[src/rtl/cache_refill_ctrl.sv]
// Miss handler for a 4-set, 4-word-block direct-mapped data cache.
// Fetches the missing block word by word and hands it over with a fill strobe.
module cache_refill_ctrl #(
    parameter int DATA_WIDTH = 32,
    parameter int ADDR_WIDTH = 32,
    parameter int CNT_WIDTH  = 16
) (
    input  logic                  clk,
    input  logic                  rst,
    input  logic                  req_valid,
    input  logic [ADDR_WIDTH-1:0] A,
    input  logic                  hit,
    output logic                  mem_rd_en,
    output logic [ADDR_WIDTH-1:0] mem_addr,
    input  logic [DATA_WIDTH-1:0] mem_rdata,
    input  logic                  mem_rvalid,
    output logic                  fill_en,
    output logic [ADDR_WIDTH-7:0] fill_tag,
    output logic [1:0]            fill_set,
    output logic [DATA_WIDTH-1:0] d0,
    output logic [DATA_WIDTH-1:0] d1,
    output logic [DATA_WIDTH-1:0] d2,
    output logic [DATA_WIDTH-1:0] d3,
    output logic                  stall,
    output logic [CNT_WIDTH-1:0]  miss_count
);

    localparam logic [1:0] IDLE = 2'd0;
    localparam logic [1:0] REQ  = 2'd1;
    localparam logic [1:0] WAIT = 2'd2;
    localparam logic [1:0] FILL = 2'd3;

    localparam logic [CNT_WIDTH-1:0] CNT_ONE = {{(CNT_WIDTH-1){1'b0}}, 1'b1};

    logic [1:0]            state;
    logic [1:0]            word_idx;
    logic [ADDR_WIDTH-5:0] base;
    logic                  miss;
    logic                  unused_a;

    assign unused_a  = ^A[3:0];
    assign miss      = req_valid & ~hit;
    assign mem_rd_en = (state == REQ);
    assign fill_en   = (state == FILL);

    always_comb begin
        stall = 1'b1;
        unique case (state)
            IDLE:    stall = miss;
            default: stall = 1'b1;
        endcase
    end

    // mem_addr is registered so it naturally holds outside REQ
    always_ff @(posedge clk) begin
        if (rst) begin
            state      <= IDLE;
            word_idx   <= 2'd0;
            base       <= '0;
            mem_addr   <= '0;
            fill_tag   <= '0;
            fill_set   <= 2'd0;
            d0         <= '0;
            d1         <= '0;
            d2         <= '0;
            d3         <= '0;
            miss_count <= '0;
        end else begin
            unique case (state)
                IDLE: begin
                    if (miss) begin
                        base       <= A[ADDR_WIDTH-1:4];
                        word_idx   <= 2'd0;
                        mem_addr   <= {A[ADDR_WIDTH-1:4], 4'b0000};
                        miss_count <= miss_count + CNT_ONE;
                        state      <= REQ;
                    end
                end
                REQ: state <= WAIT;
                WAIT: begin
                    if (mem_rvalid) begin
                        unique case (word_idx)
                            2'd0: d0 <= mem_rdata;
                            2'd1: d1 <= mem_rdata;
                            2'd2: d2 <= mem_rdata;
                            default: d3 <= mem_rdata;
                        endcase
                        if (word_idx == 2'd3) begin
                            fill_tag <= base[ADDR_WIDTH-5:2];
                            fill_set <= base[1:0];
                            state    <= FILL;
                        end else begin
                            word_idx <= word_idx + 2'd1;
                            mem_addr <= {base, word_idx + 2'd1, 2'b00};
                            state    <= REQ;
                        end
                    end
                end
                default: state <= IDLE;
            endcase
        end
    end

endmodule

[config.mk]
export PLATFORM = sky130hd
export DESIGN_NAME = cache_refill_ctrl
export DESIGN_NICKNAME = d
export VERILOG_FILES = /design/src/rtl/cache_refill_ctrl.sv
export SDC_FILE = /design/constraint.sdc
export NUM_CORES = 1
export LEC_CHECK = 0
export CAP_MARGIN = 20
export CORE_MARGIN = 8
export CORE_UTILIZATION = 41
export DETAILED_ROUTE_END_ITERATION = 10
export MAX_ROUTING_LAYER = met4
export PLACE_DENSITY = 0.75
export SYNTH_ARGS = -nofsm -noshare
export SYNTH_HDL_FRONTEND = slang
export SYNTH_SLANG_ARGS = --single-unit
[constraint.sdc]
create_clock -name clk -period 2.2 [get_ports clk]
set_input_delay 0.66 -clock clk [delete_from_list [all_inputs] [get_ports clk]]
set_output_delay 0.66 -clock clk [all_outputs]
set_load 0.02 [all_outputs]
Yosys cells after proc, flatten, opt, wreduce, memory -nomap -nowiden
Index checks and enable logic that the tools add are counted.
Storage, ports and cells
  register bits after elaboration: 236
  bits of input ports: 69
  output and inout port bits: 207
  logic and storage cells: 50
Operators by class
  add/sub/neg operators: 2
  eq/ne operators: 9
  mux-type cells: 13
  bitwise gates (word level): 3
  reductions and logical operators: 12
Operators by type and width (number)
  $mux 32: 3
  $pmux 32 s2: 1
  $add 16x1->16 const B: 1
  $reduce_and 3->1: 5
  $mux 2: 6
  $eq 2x2->1 const B: 4
  $ne 2x2->1 const B: 3
  $pmux 2 s3: 1
  $eq 2x1->1 const B: 2
  $logic_not 2->1: 2
  $pmux 2 s2: 1
  $reduce_and 2->1: 2
  $reduce_and 4->1: 1
  $reduce_or 3->1: 1
  $add 2x1->2 const B: 1
  $not 1->1: 2
  $reduce_bool 2->1: 1
  $and 1x1->1: 1
  $mux 1: 1

Logic depth before layout (Yosys ltp)
Gate-level depths: netlist of the first run.
  depth after elaboration: 4
  depth in mapped cells: 7
  gate-level depth less buffers: 5

Worst setup path before layout of the first run
OpenSTA, ideal clock, no wires.
  path type: input to register
  from: input hit
  to: register miss_count[11]
  arrival: 2.229 ns
  setup slack: -0.099 ns
  stages: 6
  cell sequence: or4b_1 > buf_2 > or3_1 > buf_2 > or3_1 > a21oi_1
On the way
  longest elaborated chain between the ends: 3
RTL lines
  start, declared: RTL line 12  | input logic hit,
  $not 1->1: RTL line 42  | assign miss = req_valid & ~hit;
  $and 1x1->1: RTL line 42
  $reduce_and 2->1 (no source line)
  end signal, assigned: RTL line 75  | miss_count <= miss_count + CNT_ONE;
  end, declared: RTL line 25  | output logic [CNT_WIDTH-1:0] miss_count
Every way passes these cells.
A chain may end at the register's enable or synchronous reset.

Final worst setup path of the first run
  from: register miss_count[1]
  to: output miss_count[1]
No word-level cell between the ends.

==> results of run 1 <==
==> per-stage QoR <==
| step | utilization | setup WS, ns | hold slack (ns) | area, sq um |
|---|---|---|---|---|
| global route | 0.616 | -0.0102 | 0.470 | 12500 |
| finish | 0.616 | 0.0362 | 0.451 | 12500 |
| floorplan | - | -0.0563 | 0.445 | 8460 |
| CTS | 0.613 | 0.000897 | 0.453 | 12400 |
| global placement | 0.575 | -0.459 | 0.440 | 11600 |
| detailed placement | 0.575 | -0.507 | 0.446 | 11600 |
==> path summary, 6_finish.rpt <==
| path | start | end | slack, ns | depth (start not counted) |
|---|---|---|---|---|
| worst min-delay path | d2[31] | d2[31] | 0.45 | 2 |
| worst max register to register | state[1] | mem_addr[3] | 0.23 | 8 |
| worst min register to register | d2[31] | d2[31] | 0.45 | 2 |
| worst max-delay path | miss_count[1] | miss_count[1] | 0.04 | 1 |
==> cell families (layout without fill, tap and decap cells) <==
kind of cell | Yosys count | after routing | share of synthesized area
flops | 232 | 232 | 0.551
other cells | 1 | 3 | 0.000445
compound gates | 236 | 236 | 0.153
simple gates | 512 | 512 | 0.240
fa+ha+maj | 5 | 5 | 0.00742
buf+inv | 88 | 356 | 0.0409
xor+xnor | 6 | 6 | 0.00623
mux | 1 | 1 | 0.00119
==> Yosys cell counts <==
library cell	n	area (sq um)
nand2_1	432	1620
dfxtp_1	232	4640
a21oi_1	197	986
clkbuf_1	76	285
nor2_1	38	143
a311oi_1	28	245
nand3_1	10	50.1
o21ai_0	10	50.1
or3_1	10	62.6
buf_2	6	30.0
ha_1	5	62.6
and3_1	4	25.0
inv_1	4	15.0
nand4_1	4	25.0
xnor2_1	4	35.0
nand2b_1	3	18.8
and4_1	2	17.5
buf_4	2	15.0
nor2b_1	2	12.5
xor2_1	2	17.5
a22oi_1	1	7.51
and2_1	1	6.26
conb_1	1	3.75
mux2i_1	1	10.0
nand3b_1	1	7.51
nor3_1	1	5.00
nor4_1	1	6.26
nor4b_1	1	8.76
or4_1	1	7.51
or4b_1	1	10.0
==> cells in the final DEF, fill, tap and decap left out, drive strengths merged, types with 2 or more instances in the layout <==
| cell type | Yosys | routed |
|---|---|---|
| buf | 8 | 40 |
| or3 | 10 | 10 |
| conb | 1 | 2 |
| clkinv | 0 | 4 |
| nand2b | 3 | 3 |
| clkbuf | 76 | 38 |
| o21ai | 10 | 10 |
| and3 | 4 | 4 |
| inv | 4 | 5 |
| dlymetal6s2s | 0 | 7 |
| clkdlybuf4s50 | 0 | 243 |
| xnor2 | 4 | 4 |
| a21oi | 197 | 197 |
| xor2 | 2 | 2 |
| dlygate4sd2 | 0 | 16 |
| nor2b | 2 | 2 |
| bufinv | 0 | 2 |
| nor2 | 38 | 38 |
| nand3 | 10 | 10 |
| nand2 | 432 | 432 |
| a311oi | 28 | 28 |
| dfxtp | 232 | 232 |
| ha | 5 | 5 |
| and4 | 2 | 2 |
| nand4 | 4 | 4 |
==> power groups by stage <==
stage	registers, mW	clock network (mW)	logic, mW
6_report	4.35	4.04	0.737
5_1_grt	4.35	4.32	0.795
4_1_cts	4.35	4.14	0.719
3_5_place_dp	4.44	0	0.717
3_3_place_gp	4.44	0	0.707
2_1_floorplan	4.49	0	0.258
==> registers in the layout (all words and copies together), names as in the netlist <==
register and count:
miss_count 16, mem_addr 29, d3 32, d0 32
d2 32, state 2, fill_set 2, word_idx 1
base 28, fill_tag 26, d1 32
==> area by class of cell <==
class,instances,area (sq um),area share
flip-flops and latches,232,4650,0.373
multi-input cells,762,3480,0.279
repair buffers,308,3210,0.257
clock buffers,37,701,0.0562
well taps,270,338,0.0271
clock inverters,7,88.8,0.00712
inverters,4,15.0,0.00120
diodes,1,2.50,0.000201
==> worst reg2reg max path, cell delays in order, from the launching register on <==
cell	delay (ns)
dfxtp_2	0.37
or4b_4	0.55
buf_4	0.16
a22oi_2	0.16
buf_6	0.15
buf_4	0.13
clkbuf_16	0.18
nand2b_1	0.11
a21oi_1	0.05
==> layer usage <==
layer  vias up  track usage  part of all wire
li1       4040            -                 -
met1      3865        0.261              0.43
met2       331        0.337              0.45
met3        54       0.0587             0.084
met4         0       0.0729             0.032
met5         -            -                 0
==> timing repair <==
item / in CTS / in global routing
buffers inserted: 0 / 2
endpoints found under the setup margin: 19 / 34
endpoints found under the hold margin: 0 / 0
resized for setup: 27 / 10
gates cloned: 0 / 2
pin swaps: 1 / 5
==> results.ini, run 1 <==
[timing]
fin_crit_sh=0.984
worstMarginPinSlew_ns=0.506
min_period_ns=2.16
hold_viol=0
fmax_mhz=462
finalMaxSlewViolations=0
relSlewSlack=0.663
finalSetupViolations=0
finClkSkew_ns=0.00932
fin_setup_tns_ns=0

[route]
viasPerCell=5.11
routed-via-count=8290
drc=0
wire_per_inst_um=17.1
first_iter_violations=495
drt-total-wl_um=27800
ant_nets=0
dr.pass1.iters=5

[final_layout]
area_delta_synth_final_pct=47.9
instances_no_fill=1621
fillers=1759
drive_gt1_frac=0.0630
nets=1407

[floorplan]
fp.dieW_um=159
num_rows=52
ios=276
coreArea_sq_um=20200
die_height_um=159
die-area_sq_um=25400
start_util=0.417

[worst_setup_path]
arrival_ns=1.50
crit_chain=clkdlybuf4s50_1
endpoint_kind=output pin
max_stage_delay_ns=0.63
worst-path-buf-inv=1
crit_path_top_delay_cell=clkdlybuf4s50_1
crit_family=buffers and inverters
worstPathRequired_ns=1.54
critPathLaunchType=flop
critPathKind=flop to output pin
cp_max_fo=4

[power_and_ir_drop]
switching_share=0.227
irDropWorstVdd_uv=494
p_int_mw=7.05
switchingPower_mw=2.08
total_power_mw=9.13
combinationalPowerShare=0.081
seqPwrFrac=0.476
leakagePower_nw=4.43
p_clk_frac=0.443
powerDensity_nw_per_um2=732

[global_route]
antenna_found_initial=1
grt_pass1_wl_um=43900
grt_max_degree=58
overflow=0
grt_use_total=0.214
first_global_vias=8101

[synth]
synth_seq_area_share=0.551
ys_ff_latch=232
synth_area_sq_um=8430
postSynthAreaPerCell_sq_um=7.80
synth.yosys.warnings=0
synth_cell_type_count=30
syn_inst=1081

[placed_design]
port_buffers=269
dp_hpwl_um=19000
dp.cells=1572
gp_congestion=0.824

[clock_network]
cts_tree=done
cts.path.max_buffers=3
cts_made_buffers=25
cts-root-buf=clkbuf_16
cts.sinks=232
path_clk_slew_ns=0.06
insertion_delay_ns=0.50
h-tree-depth=1
holdBufCountCts=0

[job]
max_cap_violations=0

[outcome]
outcome=completed

[hold_path]
hp-class=flop to flop

Power figures use the tool's default switching activity.
==> run 2: changes to the inputs <==
--- a/config.mk
+++ b/config.mk
@@ -6,11 +6,12 @@
 export NUM_CORES = 1
 export LEC_CHECK = 0
 export CAP_MARGIN = 20
-export CORE_MARGIN = 8
+export CORE_MARGIN = 3
 export CORE_UTILIZATION = 41
 export DETAILED_ROUTE_END_ITERATION = 10
 export MAX_ROUTING_LAYER = met4
 export PLACE_DENSITY = 0.75
+export SKIP_CTS_REPAIR_TIMING = 1
 export SYNTH_ARGS = -nofsm -noshare
 export SYNTH_HDL_FRONTEND = slang
 export SYNTH_SLANG_ARGS = --single-unit
==> run 2 against run 1 <==
  * Final cell count shrank 0.56%
  * Global-route usage grew 1.4 points
  * Clock skew grew 0.0030 ns
  * Final area shrank 0.34%
  * Sequential share of layout area grew 0.13 points
  * Critical path depth is the same
  * Power shrank 2.5%
  * Sequential power is essentially flat
  * Via count shrank 0.70%
==> results.ini, run 2 (synthesis gave the netlist of run 1 again) <==
[worst_setup_path]
worstReg2RegStart=state[1]
crit_cells=1
worst-path-buf-inv=1
endpoint_kind=output pin
arrival_ns=1.49
timing.rr.end=mem_addr[17]
worstPathRequired_ns=1.54
r2r_cells=7
ff2ff_setup_slack_ns=0.24
crit_path_top_delay_cell=clkdlybuf4s50_1
crit_chain=clkdlybuf4s50_1
cp_max_fo=4
max_stage_delay_ns=0.62
critPathKind=flop to output pin
critPathLaunchType=flop
crit_family=buffers and inverters

[floorplan]
num_rows=51
start_util=0.425
coreArea_sq_um=19800
die-area_sq_um=22300
ios=276
fp.dieW_um=149
die_height_um=149

[global_route]
grt_pass1_wl_um=40400
antenna_found_initial=1
first_global_vias=7496
overflow=0
grt_max_degree=69
grt_use_total=0.228

[power_and_ir_drop]
irDropWorstVdd_uv=552
leakagePower_nw=4.70
seqPwrFrac=0.488
switching_share=0.229
combinationalPowerShare=0.080
p_clk_frac=0.432
switchingPower_mw=2.04
powerDensity_nw_per_um2=716
p_int_mw=6.87

[timing]
fin_crit_sh=0.979
finalMaxSlewViolations=0
finClkSkew_ns=0.0123
setup_slack_ns=0.0458
finalSetupViolations=0
fmax_mhz=464
min_period_ns=2.15
hold_viol=0

[route]
drc=0
viasPerCell=5.11
wire_per_inst_um=16.5
ant_nets=0
routed-via-count=8232
drt-total-wl_um=26600
first_iter_violations=485
dr.pass1.iters=5

[placed_design]
place_ws_ns=-0.538
dp.cells=1564
place_area_sq_um=11500
dp_hpwl_um=17700
gp_congestion=0.855
port_buffers=269

[hold_path]
hp-class=flop to flop
hold_path_end=d0[3]
min_path_cells=2
hold_path.startpoint=d0[3]

[final_layout]
finalInstanceArea_sq_um=12400
instances_no_fill=1612
area_delta_synth_final_pct=47.4
nets=1403
layout_commonest_cell=nand2_1
drive_gt1_frac=0.0609
fillers=1739
final_cell_mix=nand2_1, clkdlybuf4s50_1, dfxtp_1

[clock_network]
cts.sinks=232
cts_tree=done
cts-root-buf=clkbuf_16
insertion_delay_ns=0.50
cts_made_buffers=25
cts.path.max_buffers=3
h-tree-depth=1
path_clk_slew_ns=0.06

[job]
max_cap_violations=0

[outcome]
outcome=completed

==> run 2: changes by cell type in the layout (fill, tap and decap cells not counted), sizes merged, moves of 2 or more <==
cell / delta
buf: -4
clkbuf: +3
clkdlybuf4s50: -5
dlymetal6s2s: +22
dlygate4sd2: -16
bufinv: -2
==> run 2: per-layer routing <==
layer / vias to the layer above / track usage / wire length [um]
li1: 4036 / - / -
met3: 42 / 0.0588 / 2360
met5: - / - / 0
met2: 328 / 0.369 / 12500
met1: 3826 / 0.287 / 11000
met4: 0 / 0.0554 / 670
==> run 2: worst max-delay path by stage <==
stage	start	endpoint	slack [ns]
global route	hit	mem_addr[16]	-0.005
CTS	req_valid	stall	-0.41
floorplan	hit	miss_count[11]	-0.06
global placement	req_valid	miss_count[11]	-0.47
finish	miss_count[14]	miss_count[14]	0.05
detailed placement	req_valid	mem_addr[10]	-0.54
==> run 2: area by class of cell <==
cell class,count,area [sq um],share of cell area
clock buffers,40,732,0.0589
inverters,4,15.0,0.00121
flip-flops and latches,232,4650,0.374
diodes,1,2.50,0.000201
well taps,265,332,0.0267
repair buffers,304,3200,0.257
multi-input cells,762,3490,0.280
clock inverters,4,20.0,0.00161
==> run 2: power by group through the flow <==
| stage | Clock, mW | Sequential, mW | Combinational, mW |
|---|---|---|---|
| after CTS | 3.93 | 4.34 | 0.695 |
| after detailed placement | 0 | 4.44 | 0.692 |
| final | 3.84 | 4.35 | 0.713 |
| after global placement | 0 | 4.43 | 0.684 |
| after global routing | 4.08 | 4.35 | 0.768 |
| after floorplan | 0 | 4.49 | 0.258 |
==> run 2: stage by stage <==
step | util | setup TNS (ns) | hold WS (ns) | total power [mW]
after CTS | 0.620 | -1.55 | 0.453 | 8.97
after global placement | 0.582 | -21.88 | 0.440 | 5.12
final | 0.626 | 0 | 0.451 | 8.90
after detailed placement | 0.582 | -24.42 | 0.445 | 5.13
after global routing | 0.626 | -0.0128 | 0.467 | 9.20
after floorplan | - | -0.137 | 0.445 | 4.75
==> run 3: changes to the inputs <==
--- a/config.mk
+++ b/config.mk
@@ -8,10 +8,11 @@
 export CAP_MARGIN = 20
 export CORE_MARGIN = 3
 export CORE_UTILIZATION = 41
+export CTS_CLUSTER_SIZE = 28
 export DETAILED_ROUTE_END_ITERATION = 10
-export MAX_ROUTING_LAYER = met4
 export PLACE_DENSITY = 0.75
 export SKIP_CTS_REPAIR_TIMING = 1
+export SKIP_LAST_GASP = 1
 export SYNTH_ARGS = -nofsm -noshare
 export SYNTH_HDL_FRONTEND = slang
 export SYNTH_SLANG_ARGS = --single-unit
==> run 3 against run 2 <==
  * The run now ends with negative setup slack left
  * Setup slack worse by 0.048 ns
  * Hold slack hardly changed
  * Largest power group unchanged
  * Combinational power grew 0.6%
  * Largest cell class unchanged
  * Global-route usage down 0.65 points
==> results.ini, run 3 (synthesis gave the netlist of run 1 again) <==
[route]
first_iter_violations=406
wire_per_inst_um=16.5
routed-via-count=8171
ant_nets=0
drc=0
drt-total-wl_um=26600
viasPerCell=5.07
dr.pass1.iters=5

[floorplan]
coreArea_sq_um=19800
die-area_sq_um=22300
start_util=0.425
num_rows=51
ios=276
die_height_um=149
fp.dieW_um=149

[timing]
grt_setup_unrepaired=yes
setup_slack_ns=-0.00229
hold_viol=0
finalSetupViolations=1
fmax_mhz=454
min_period_ns=2.20
fin_crit_sh=1.00
finClkSkew_ns=0.0129
finalMaxSlewViolations=0

[final_layout]
seq_area_sq_um=4650
finalInstanceArea_sq_um=12400
diodes=0
instances_no_fill=1612
multi_input_area_sq_um=3480
drive_gt1_frac=0.0601
layout_commonest_cell=nand2_1
fillers=1736
nets=1404
area_delta_synth_final_pct=47.5
final_cell_mix=nand2_1, clkdlybuf4s50_1, dfxtp_1

[clock_network]
path_clk_slew_ns=0.05
cts_made_buffers=25
cts.path.max_buffers=3
cts.sinks=232
insertion_delay_ns=0.50
cts_tree=done
h-tree-depth=1
cts-root-buf=clkbuf_16

[worst_setup_path]
worstPathRequired_ns=1.54
r2r_cells=7
critPathKind=input pin to output pin
critPathLaunchType=input pin
arrival_ns=1.54
endpoint_kind=output pin
cp_max_fo=3

[placed_design]
gp_congestion=0.841
place_area_sq_um=11500
dp.cells=1564
dp_hpwl_um=17700
port_buffers=269

[job]
max_cap_violations=0

[hold_path]
min_path_cells=2
hp-class=flop to flop

[outcome]
violations=negative setup slack
outcome=finished, violations left

[global_route]
grt_use_total=0.221
grt_max_degree=69
grt_pass1_wl_um=40400
overflow=0
antenna_found_initial=1
first_global_vias=7509

[power_and_ir_drop]
powerDensity_nw_per_um2=716
irDropWorstVdd_uv=550
leakagePower_nw=4.71

run 3: final cells by class:
cell class	instances	share of cell area
multi-input combinational	762	0.280
inverter	4	0.00121
clock inverter	4	0.00161
sequential	232	0.373
timing repair buffer	305	0.258
clock buffer	40	0.0588
tap	265	0.0266
run 3: per-layer routing:
layer  GRT usage  share of wire  vias up
met1       0.282           0.41     3763
met5           0        0.00038        -
met4      0.0554          0.026        2
li1            -              -     4036
met2       0.372           0.46      326
met3      0.0624          0.094       44
run 3: report_power, final:
group | total, mW | switching, mW | internal [mW]
Sequential | 4.35 | 0.0583 | 4.29
Clock | 3.84 | 1.58 | 2.26
Combinational | 0.717 | 0.395 | 0.322
run 3: worst paths after layout:
check             startpoint      endpoint  slack (ns)
setup / recovery   req_valid         stall      -0.002
setup reg to reg    state[1]  mem_addr[30]        0.25
hold reg to reg        d0[3]         d0[3]        0.45
hold / removal         d0[3]         d0[3]        0.45
run 3: critical path, cell delays in order:
cell	delay [ns]
clkdlybuf4s50_1	0.48
inv_1	0.04
o21ai_0	0.13
dlymetal6s2s_1	0.24
run 3: per-stage QoR:
step                setup slack [ns]  total power, mW  setup TNS (ns)  hold slack, ns  utilization
finish                      -0.00229             8.91        -0.00229           0.451        0.627
global placement              -0.472             5.12          -21.88           0.440        0.582
detailed placement            -0.538             5.13          -24.42           0.445        0.582
CTS                           -0.409             8.97           -1.55           0.453        0.620
floorplan                    -0.0563             4.75          -0.137           0.445            -
global route                 -0.0753             9.21          -0.158           0.467        0.627
